**config.mk**
```make
export PLATFORM = sky130hd
export DESIGN_NAME = ternary_op_scheduler
export DESIGN_NICKNAME = d
export VERILOG_FILES = /design/src/rtl/ternary_op_scheduler.sv
export SDC_FILE = /design/constraint.sdc
export NUM_CORES = 1
export LEC_CHECK = 0
export ABC_CLOCK_PERIOD_IN_PS = 10000
export CAP_MARGIN = 30
export CORE_MARGIN = 2
export CORE_UTILIZATION = 51
export DETAILED_ROUTE_END_ITERATION = 8
export PLACE_DENSITY_LB_ADDON = 0.15
export SLEW_MARGIN = 20
export SYNTH_ARGS = -nofsm -noshare
export SYNTH_HDL_FRONTEND = slang
export SYNTH_SLANG_ARGS = --single-unit
```
**constraint.sdc**
```tcl
create_clock -name clk -period 10 [get_ports clk]
set_clock_uncertainty 0.15 [all_clocks]
set_input_delay 2.5 -clock clk [delete_from_list [all_inputs] [get_ports clk]]
set_output_delay 2.5 -clock clk [all_outputs]
set_load 0.02 [all_outputs]
```
**src/rtl/ternary_op_scheduler.sv**
```systemverilog
// Round-robin scheduler feeding one trit-serial ternary unit (min/max/any/consensus).
// Optional TRIT_CHECK_EN flags invalid trit codes (11) via rsp_err.
module ternary_op_scheduler #(
   parameter  int N_REQ   = 2,
   parameter  int N_TRITS = 8,
   localparam int ID_W    = (N_REQ > 1) ? $clog2(N_REQ) : 1,
   localparam int W       = 2 * N_TRITS
) (
   input  logic                 clk,
   input  logic                 rst_n,
   input  logic [N_REQ-1:0]     req_valid,
   output logic [N_REQ-1:0]     req_ready,
   input  logic [2*N_REQ-1:0]   req_op,
   input  logic [W*N_REQ-1:0]   req_a,
   input  logic [W*N_REQ-1:0]   req_b,
   output logic                 rsp_valid,
   input  logic                 rsp_ready,
   output logic [ID_W-1:0]      rsp_id,
   output logic [W-1:0]         rsp_data,
   output logic                 rsp_err,
   output logic                 busy
);

   localparam int IDX_W = (N_TRITS > 1) ? $clog2(N_TRITS) : 1;

   typedef enum logic [1:0] {IDLE = 2'd0, RUN = 2'd1, DONE = 2'd2} state_e;

   state_e           state_q, state_d;
   logic [ID_W-1:0]  rr_q, rr_d, id_q, id_d;
   logic [1:0]       op_q, op_d;
   logic [W-1:0]     a_q, a_d, b_q, b_d, res_q, res_d;
   logic [IDX_W-1:0] idx_q, idx_d;

   logic             grant_vld;
   logic [ID_W-1:0]  grant_id;
   logic [ID_W:0]    cand;
   logic [1:0]       sel_op;
   logic [W-1:0]     sel_a, sel_b;
   logic [1:0]       ta, tb, tr;
   logic             bad;

   // Only bit1 means "high", so an unchecked 11 code evaluates as 2.
   function automatic logic [1:0] trit_eval(input logic [1:0] op, input logic [1:0] a,
                                            input logic [1:0] b);
      logic [1:0] va, vb, r;
      va = a[1] ? 2'd2 : {1'b0, a[0]};
      vb = b[1] ? 2'd2 : {1'b0, b[0]};
      case (op)
         2'd0:    r = (va < vb) ? va : vb;
         2'd1:    r = (va > vb) ? va : vb;
         2'd2:    r = (va == vb) ? va : (va == 2'd1) ? vb : (vb == 2'd1) ? va : 2'd1;
         default: r = (va == vb) ? va : 2'd1;
      endcase
      return r;
   endfunction

   // Descending scan so the requester closest to the pointer is the last (winning) hit.
   always_comb begin
      grant_vld = 1'b0;
      grant_id  = '0;
      cand      = '0;
      for (int k = N_REQ - 1; k >= 0; k--) begin
         cand = {1'b0, rr_q} + (ID_W+1)'(k);
         if (cand >= (ID_W+1)'(N_REQ)) cand = cand - (ID_W+1)'(N_REQ);
         for (int r = 0; r < N_REQ; r++) begin
            if (cand == (ID_W+1)'(r) && req_valid[r]) begin
               grant_vld = 1'b1;
               grant_id  = ID_W'(r);
            end
         end
      end
   end

   always_comb begin
      req_ready = '0;
      sel_op    = '0;
      sel_a     = '0;
      sel_b     = '0;
      for (int r = 0; r < N_REQ; r++) begin
         if (grant_id == ID_W'(r)) begin
            req_ready[r] = (state_q == IDLE) && grant_vld;
            sel_op       = req_op[2*r +: 2];
            sel_a        = req_a[r*W +: W];
            sel_b        = req_b[r*W +: W];
         end
      end
   end

   always_comb begin
      ta = '0;
      tb = '0;
      for (int i = 0; i < N_TRITS; i++) begin
         if (idx_q == IDX_W'(i)) begin
            ta = a_q[2*i +: 2];
            tb = b_q[2*i +: 2];
         end
      end
   end

`ifdef TRIT_CHECK_EN
   logic err_q, err_d;
   assign bad     = (&ta) | (&tb);
   assign tr      = bad ? 2'b00 : trit_eval(op_q, ta, tb);
   assign rsp_err = err_q;
`else
   assign bad     = 1'b0;
   assign tr      = trit_eval(op_q, ta, tb);
   assign rsp_err = 1'b0;
`endif

   always_comb begin
      state_d = state_q;
      rr_d    = rr_q;
      id_d    = id_q;
      op_d    = op_q;
      a_d     = a_q;
      b_d     = b_q;
      res_d   = res_q;
      idx_d   = idx_q;
`ifdef TRIT_CHECK_EN
      err_d   = err_q;
`endif
      case (state_q)
         IDLE: begin
            if (grant_vld) begin
               op_d    = sel_op;
               a_d     = sel_a;
               b_d     = sel_b;
               id_d    = grant_id;
               idx_d   = '0;
               state_d = RUN;
`ifdef TRIT_CHECK_EN
               err_d   = 1'b0;
`endif
            end
         end
         RUN: begin
            for (int i = 0; i < N_TRITS; i++) begin
               if (idx_q == IDX_W'(i)) res_d[2*i +: 2] = tr;
            end
`ifdef TRIT_CHECK_EN
            if (bad) err_d = 1'b1;
`endif
            idx_d = idx_q + IDX_W'(1);
            if (idx_q == IDX_W'(N_TRITS - 1)) begin
               idx_d   = '0;
               state_d = DONE;
            end
         end
         DONE: begin
            if (rsp_ready) begin
               state_d = IDLE;
               rr_d    = (id_q == ID_W'(N_REQ - 1)) ? '0 : id_q + ID_W'(1);
            end
         end
         default: state_d = IDLE;
      endcase
   end

   always_ff @(posedge clk or negedge rst_n) begin
      if (!rst_n) begin
         state_q <= IDLE;
         rr_q    <= '0;
         id_q    <= '0;
         op_q    <= '0;
         a_q     <= '0;
         b_q     <= '0;
         res_q   <= '0;
         idx_q   <= '0;
`ifdef TRIT_CHECK_EN
         err_q   <= 1'b0;
`endif
      end else begin
         state_q <= state_d;
         rr_q    <= rr_d;
         id_q    <= id_d;
         op_q    <= op_d;
         a_q     <= a_d;
         b_q     <= b_d;
         res_q   <= res_d;
         idx_q   <= idx_d;
`ifdef TRIT_CHECK_EN
         err_q   <= err_d;
`endif
      end
   end

   assign rsp_valid = (state_q == DONE);
   assign busy      = (state_q != IDLE);
   assign rsp_id    = id_q;
   assign rsp_data  = res_q;

endmodule

```
==> results.ini <==
[grt]
antenna_found_initial = 0
grt_pass1_wl_microns = 14000
grt-ovfl-total = 0
grt_max_degree = 58
first_global_vias = 2983
grt.total_usage = 0.251

[placement]
place_worst_setup_slack_ns = 2.98
placed_cells = 470
gp_congestion = 0.797
post-dp-hpwl_microns = 5640
numPortBuffers = 93

[final_layout]
layout.cells.non_filler = 486
area_growth_pct = 34.9
fillCellCount = 501
fin_nets = 487
num_antenna_cells = 0
register_area_sq_um = 1430
multi_input_area_sq_um = 1510
drive_gt1_frac = 0.103

[clocking]
cts_buffers = 9
ctsLongestPathBuffers = 2
clock-sinks = 57
clkLatencyLatePin_ns = 0.34
htreeDepth = 3
cts_resized = 0
hold_buffers = 0
cts_setup_buffers = 0
cts_tree = done
cts-root-buf = clkbuf_8
clk_pin_slew_ns = 0.07

[power]
seqPwrFrac = 0.275
power-per-cell-area_nw_per_um2 = 361
ir_worst_vdd_mv = 0.209
clkPwrFrac = 0.141
p_sw_frac = 0.462
share_comb_of_total_power = 0.584
p_int_mw = 0.847
p_total_mw = 1.58
p_leak_nw = 2.00
switchingPower_mw = 0.729

[logic_synthesis]
synth_seq_cells = 57
ys_async_sr_fraction = 1.00
synth_top_area_cell = dfrtp_1
netlist-cell-type-count = 51
synth.most_common_cell = dfrtp_1
synthTopCellsByCount = dfrtp_1, inv_1, a222oi_1
synthesis.area_sq_um = 3240
ys_seq_area_frac = 0.440
syn_avg_cell_area_sq_um = 10.1
synth_warnings = 0
synth_edf_count = 0
postSynthCellCount = 320
netlist.area_leader.share = 0.440
syn_nets = 403
synthTopCellsByArea = dfrtp_1, a222oi_1, inv_1
synth_ff_type = dfrtp_1

[worst_setup_path]
cp_max_fo = 35
worstPathRequired_ns = 7.35
critPathLaunchType = primary input
cp.arrival_ns = 4.38
reg2reg_to = rsp_data[12]
crit_type = in -> out
critPathLaunch = req_valid[1]
cp-endpoint = req_ready[0]
cp-end-kind = primary output
regToRegStartpoint = idx_q[2]
r2r_slack_ns = 5.38
ff2ff_path_depth = 11

[sta]
period_minus_slack_ns = 7.03
setup_tns_ns = 0
finalMaxSlewViolations = 0
tightest_slew_ns = 0.817
timing.fmax_mhz = 142
finalCritPeriodShare = 0.703
layout_setup_ws_ns = 2.97
setup_violations = 0
relSlewSlack = 0.455
rsz0062_at_grt = false
hold_violations = 0

[floorplan]
die_w_microns = 83.7
rows = 29
core_area_sq_um = 6240
die_h_microns = 83.7
ioPinCount = 95
die_area_sq_um = 7000
start_util = 0.519

[drt]
avgRoutedWirePerCell_microns = 16.9
ant_nets = 0
drt_iter0_markers = 343
vias = 2951
drc_errors = 0
vias_per_cell = 6.07
dr.pass1.iters = 5
finalWirelength_microns = 8220

[status]
status = complete, no violations

[hold_path]
holdCritPathClass = reg -> reg
hold_depth = 2

[flow_run]
cap_violations = 0

-- worst max-delay path, cell delays in order --
cell and delay [ns]:
clkdlybuf4s50_1 0.45, nand2_1 0.08, and3_2 0.61, clkdlybuf4s50_1 0.73
-- power groups by stage --
stage / Combinational [mW] / Clock (mW) / Sequential (mW)
finish: 0.921 / 0.222 / 0.434
global placement: 0.885 / 0 / 0.435
detailed placement: 0.918 / 0 / 0.437
CTS: 0.924 / 0.225 / 0.434
global route: 1.02 / 0.238 / 0.449
floorplan: 0.665 / 0 / 0.436
-- placed cells by master (no fill, tap or decap), types with 2 or more instances in the layout --
| master | n |
|---|---|
| ha_1 | 10 |
| nand3_1 | 9 |
| a222oi_1 | 35 |
| nand3b_1 | 3 |
| nor3_1 | 2 |
| a311o_1 | 2 |
| inv_1 | 48 |
| clkinvlp_4 | 2 |
| mux2_2 | 8 |
| a21oi_1 | 21 |
| clkbuf_8 | 10 |
| buf_4 | 3 |
| nor2b_1 | 6 |
| a211oi_1 | 10 |
| clkdlybuf4s50_1 | 92 |
| dfrtp_1 | 57 |
| o211ai_1 | 2 |
| a21o_1 | 2 |
| a221oi_4 | 2 |
| clkinv_4 | 2 |
| nor2_1 | 13 |
| nand2b_1 | 6 |
| nand2_1 | 17 |
| o21ai_0 | 11 |
| a31oi_1 | 4 |
-- state kept, by name, indices dropped and copies added (netlist names) --
name and count:
rsp_id 1, op_q 2, a_q 16, rsp_data 16
rr_q 1, b_q 16, state_q 2, idx_q 3
-- routing by layer --
layer,vias up,wire length [microns],global-route usage
li1,1371,-,-
met1,1456,3460,0.327
met2,117,4140,0.416
met3,7,525,0.0584
met4,0,95,0.0821
met5,-,0,0
-- stage by stage --
step / hold WS [ns] / utilization / area, sq um
floorplan: 0.300 / - / 3240
global placement: 0.327 / 0.667 / 4160
detailed placement: 0.326 / 0.667 / 4160
CTS: 0.345 / 0.700 / 4370
global route: 0.360 / 0.700 / 4370
finish: 0.341 / 0.700 / 4370
-- kinds of logic after synthesis --
kind of cell	synth area share
flops	0.440
other cells	0.00116
compound gates	0.274
fa+ha+maj	0.0386
mux	0.0352
simple gates	0.116
buf+inv	0.0950
-- worst min-delay path by stage --
| stage | start | to | slack (ns) |
|---|---|---|---|
| floorplan | a_q[4] | a_q[4] | 0.30 |
| global placement | b_q[0] | b_q[0] | 0.33 |
| detailed placement | a_q[4] | a_q[4] | 0.33 |
| CTS | a_q[4] | a_q[4] | 0.35 |
| global route | b_q[0] | b_q[0] | 0.36 |
| finish | b_q[8] | b_q[8] | 0.34 |
-- layout make-up --
cell class / count / share of cell area
multi-input cells: 192 / 0.346
flip-flops and latches: 57 / 0.327
repair buffers: 96 / 0.217
inverters: 48 / 0.0412
clock buffers: 10 / 0.0315
well taps: 77 / 0.0221
clock inverters: 6 / 0.0155
No activity file was read; power rests on OpenSTA's default activity.
==> edit 1 (same settings) <==
Reset style: synchronous (`rst_n`), changed in one clocked block.
--- a/src/rtl/ternary_op_scheduler.sv
+++ b/src/rtl/ternary_op_scheduler.sv
@@ -157,7 +157,7 @@
       endcase
    end
 
-   always_ff @(posedge clk or negedge rst_n) begin
+   always_ff @(posedge clk) begin
       if (!rst_n) begin
          state_q <= IDLE;
          rr_q    <= '0;
Function: differs if rst_n is asserted again (counterexample within 4 cycles, from zero or initial values and one cycle with rst_n low); with rst_n held inactive, the same outputs for 10 cycles.
==> edit 1 against the unedited design <==
Wire length is 8.1% lower. Hold slack worse by 20 ps. Sequential cell count stayed put. Final area is 8.5% lower. Worst setup slack better by 170 ps. Area after synthesis is 10% lower.
Power is not compared: it rests on default switching activity, and its combinational part moved more than twofold at a synthesized area within 25%.
==> edit 1: results <==
metrics = {
    "status": {
        "outcome": "finished, final reports clean",
    },
    "global_route": {
        "use_met2": 0.409,
        "grt_util_met3": 0.0498,
        "grt.total_usage": 0.243,
        "grt_start_max_net_pins": 48,
        "grt_pass1_wl_um": 12200,
        "grt_pass1_vias": 2705,
        "grt_use_met1": 0.301,
    },
    "cells_and_area": {
        "nets": 501,
        "drive_above_1_share": 0.0687,
    },
    "detailed_routing": {
        "wl_met2_um": 3640,
        "wl_met1_um": 3300,
        "viasPerCell": 6.03,
        "wl_per_cell_um": 15.3,
        "vias": 2978,
        "route.met3.wl_um": 472,
        "drt_iter0_drc": 264,
    },
    "cts": {
        "postCtsResizedCells": 0,
        "clk_path_buf_depth": 2,
        "cts_made_buffers": 9,
    },
    "yosys": {
        "syn-num-nets": 423,
        "ys_top_cells_by_area": "dfxtp_1, a222oi_1, nor2_1",
        "synth_top_cells_by_count": "dfxtp_1, nor2_1, a222oi_1, nand2_1, clkbuf_1",
        "yosysSeqAreaShare": 0.393,
        "synth_cell_types": 45,
        "async_flop_share": 0,
        "syn-instance-count": 340,
    },
    "sta": {
        "tightestPinTransition_ps": 758,
        "fin_setup_tns_ps": 0,
        "whs_ps": 320,
        "finalCriticalPeriod_ps": 6860,
    },
    "critical_path": {
        "reg2reg_from": "idx_q[2]",
        "worst-r2r-setup-slack_ps": 5500,
        "cpPeakStageDelay_ps": 680,
        "worstRegToRegCells": 13,
        "arrival_ps": 4210,
        "rr_endpoint": "rsp_data[10]",
    },
    "place": {
        "gp_congestion": 0.860,
        "io_buffers": 93,
        "dp_hpwl_um": 5200,
        "placed_cells": 479,
        "place_ws_ps": 3160,
    },
    "pwr": {
        "maxPowerGroup": "registers",
        "leakagePower_nw": 1.53,
        "powerSeq_w": 0.000250,
        "comb_power_share": 0.209,
    },
    "hold_path": {
        "hold_end": "rsp_data[4]",
        "holdCritStartpoint": "rsp_data[4]",
    },
}
## edit 1: cell type report
| class | instances | area, um^2 |
|---|---|---|
| multi-input cells | 237 | 1560 |
| fillers | 467 | 1510 |
| flip-flops and latches | 57 | 1140 |
| repair buffers | 97 | 961 |
| clock buffers | 12 | 165 |
| well taps | 72 | 90.1 |
| inverters | 16 | 60.1 |
| clock inverters | 3 | 15.0 |
## edit 1: logic make-up after synthesis
family / Yosys count / share of synthesized area
compound gates: 98 / 0.266
fa+ha+maj: 10 / 0.0430
buf+inv: 46 / 0.0719
flops: 57 / 0.393
mux: 6 / 0.0207
other cells: 1 / 0.00129
simple gates: 122 / 0.204
## edit 1: per-stage QoR
step           utilization  area [um^2]
5_1_grt              0.726         4000
4_1_cts              0.726         4000
6_report             0.726         4000
3_3_place_gp         0.693         3810
3_5_place_dp         0.693         3810
2_1_floorplan            -         2910
## edit 1: worst min-delay path: stages (launching register included)
cell and delay (ps):
dfxtp_1 310, nand3_1 50, o21ai_0 60
==> edit 2 (config.mk and constraints unchanged) <==
Without the edit above. Add a define of `TRIT_CHECK_EN`.
--- a/src/rtl/ternary_op_scheduler.sv
+++ b/src/rtl/ternary_op_scheduler.sv
@@ -1,5 +1,7 @@
 // Round-robin scheduler feeding one trit-serial ternary unit (min/max/any/consensus).
 // Optional TRIT_CHECK_EN flags invalid trit codes (11) via rsp_err.
+`define TRIT_CHECK_EN
+
 module ternary_op_scheduler #(
    parameter  int N_REQ   = 2,
    parameter  int N_TRITS = 8,
Behaviour: not the same (Yosys sat finds a counterexample within 4 cycles, from zero or initial values and one cycle with rst_n low).
==> edit 2 against the unedited design <==
Core utilization up 2.5 points. Cell count increased by 1.0%. Sequential cell count up 1. Total power down 3.0%. Wire length down 7.9%. Area after synthesis down 1.5%. Worst setup slack gained 140 ps. Critical path depth is 1 higher. Final area shrank 0.54%.
==> edit 2: results <==
metrics = {
    "sta": {
        "whs_ps": 326,
        "fmax_ghz": 0.145,
        "max_slew_margin": 0.529,
    },
    "yosys": {
        "yosysSeqAreaShare": 0.455,
        "synth_cell_types": 52,
        "ys_top_cells_by_area": "dfrtp_1, a222oi_1, inv_1",
        "synth_top_cells_by_count": "dfrtp_1, inv_1, nand2_1, a222oi_1, clkbuf_1",
        "yosysWarnings": 0,
        "synth-main-ff-cell": "dfrtp_1",
        "synth.mux.area_fraction": 0.00314,
        "syn-num-nets": 405,
        "yosys.area_share.xor_xnor": 0,
        "synthAdderAreaFrac": 0.0392,
        "async_flop_share": 1.00,
        "synth_compound_area_frac": 0.299,
    },
    "cts": {
        "postCtsResizedCells": 0,
        "htreeDepth": 3,
        "postCtsSetupRepairBufs": 0,
        "clk_pin_slew_ps": 70,
        "hold_buffers": 0,
        "clock_latency_ps": 340,
        "cts_made_buffers": 9,
        "clk_root_buffer_cell": "clkbuf_8",
        "clk_path_buf_depth": 2,
    },
    "detailed_routing": {
        "drt_wl_total_um": 7570,
        "drt_iter0_drc": 301,
        "dr.pass1.iters": 6,
        "viasPerCell": 5.79,
    },
    "global_route": {
        "antenna_found_initial": 0,
        "grt.total_usage": 0.233,
        "grt_start_max_net_pins": 59,
        "grt_pass1_wl_um": 13100,
        "grt_pass1_vias": 2792,
    },
    "critical_path": {
        "arrival_ps": 4240,
        "path_max_fanout": 36,
        "worst-r2r-setup-slack_ps": 5470,
    },
    "pwr": {
        "p_sw_frac": 0.457,
        "leakagePower_nw": 2.04,
        "ir_worst_vdd_mv": 0.289,
    },
    "place": {
        "dp_hpwl_um": 5330,
        "place_ws_ps": 3120,
        "dpl-instance-area_mm2": 0.00415,
        "gp_congestion": 0.836,
        "io_buffers": 94,
    },
    "status": {
        "outcome": "finished, final reports clean",
    },
    "cells_and_area": {
        "nets": 495,
        "n_antenna_cell": 0,
        "drive_above_1_share": 0.108,
    },
    "hold_path": {
        "hp-class": "reg2reg",
    },
}
edit 2: changes by cell type after synthesis, sizes merged, moves of 5 or more:
| cell | delta |
|---|---|
| a21oi | -8 |
| a211oi | -7 |
| nand2 | +24 |
| mux2 | -8 |
| nor2 | -5 |
| o21ai | +15 |
edit 2: cell type report:
cell class	count	area, um^2
clock buffers	10	138
fillers	454	1650
clock inverters	5	55.1
well taps	75	93.8
multi-input cells	198	1460
inverters	47	176
repair buffers	98	966
flip-flops and latches	58	1450
edit 2: worst paths after layout:
check / from / depth (start not counted) / end
worst max register to register: idx_q[2] / 14 / rsp_data[12]
min in group asynchronous: rst_n / 2 / rsp_data[9]
worst min register to register: rsp_data[11] / 2 / rsp_data[11]
worst max-delay path: req_valid[1] / 5 / req_ready[1]
max in group asynchronous: rst_n / 2 / b_q[3]
worst min-delay path: rsp_data[11] / 2 / rsp_data[11]
edit 2: critical path, cell delays in order:
cell             delay [ps]
clkdlybuf4s50_1         510
o21ai_0                 110
nor2_2                   90
buf_4                   350
clkdlybuf4s50_1         680
edit 2: power by group through the flow:
stage          Combinational, W  Clock, W  Sequential (W)
2_1_floorplan          0.000656         0        0.000425
3_3_place_gp           0.000860         0        0.000420
3_5_place_dp           0.000886         0        0.000422
4_1_cts                0.000893  0.000215        0.000418
5_1_grt                0.000997  0.000227        0.000434
6_report               0.000897  0.000213        0.000419
edit 2: metrics by stage:
step,cells,util
after floorplan,322,-
final,491,0.725
after CTS,491,0.725
after global routing,491,0.725
after global placement,476,0.693
after detailed placement,476,0.693
edit 2: layer usage:
layer,up-vias,global-route usage,share of wire
met5,-,0,0
met4,0,0.0522,0.0083
met3,6,0.0636,0.073
met2,129,0.402,0.50
met1,1340,0.293,0.42
li1,1369,-,-
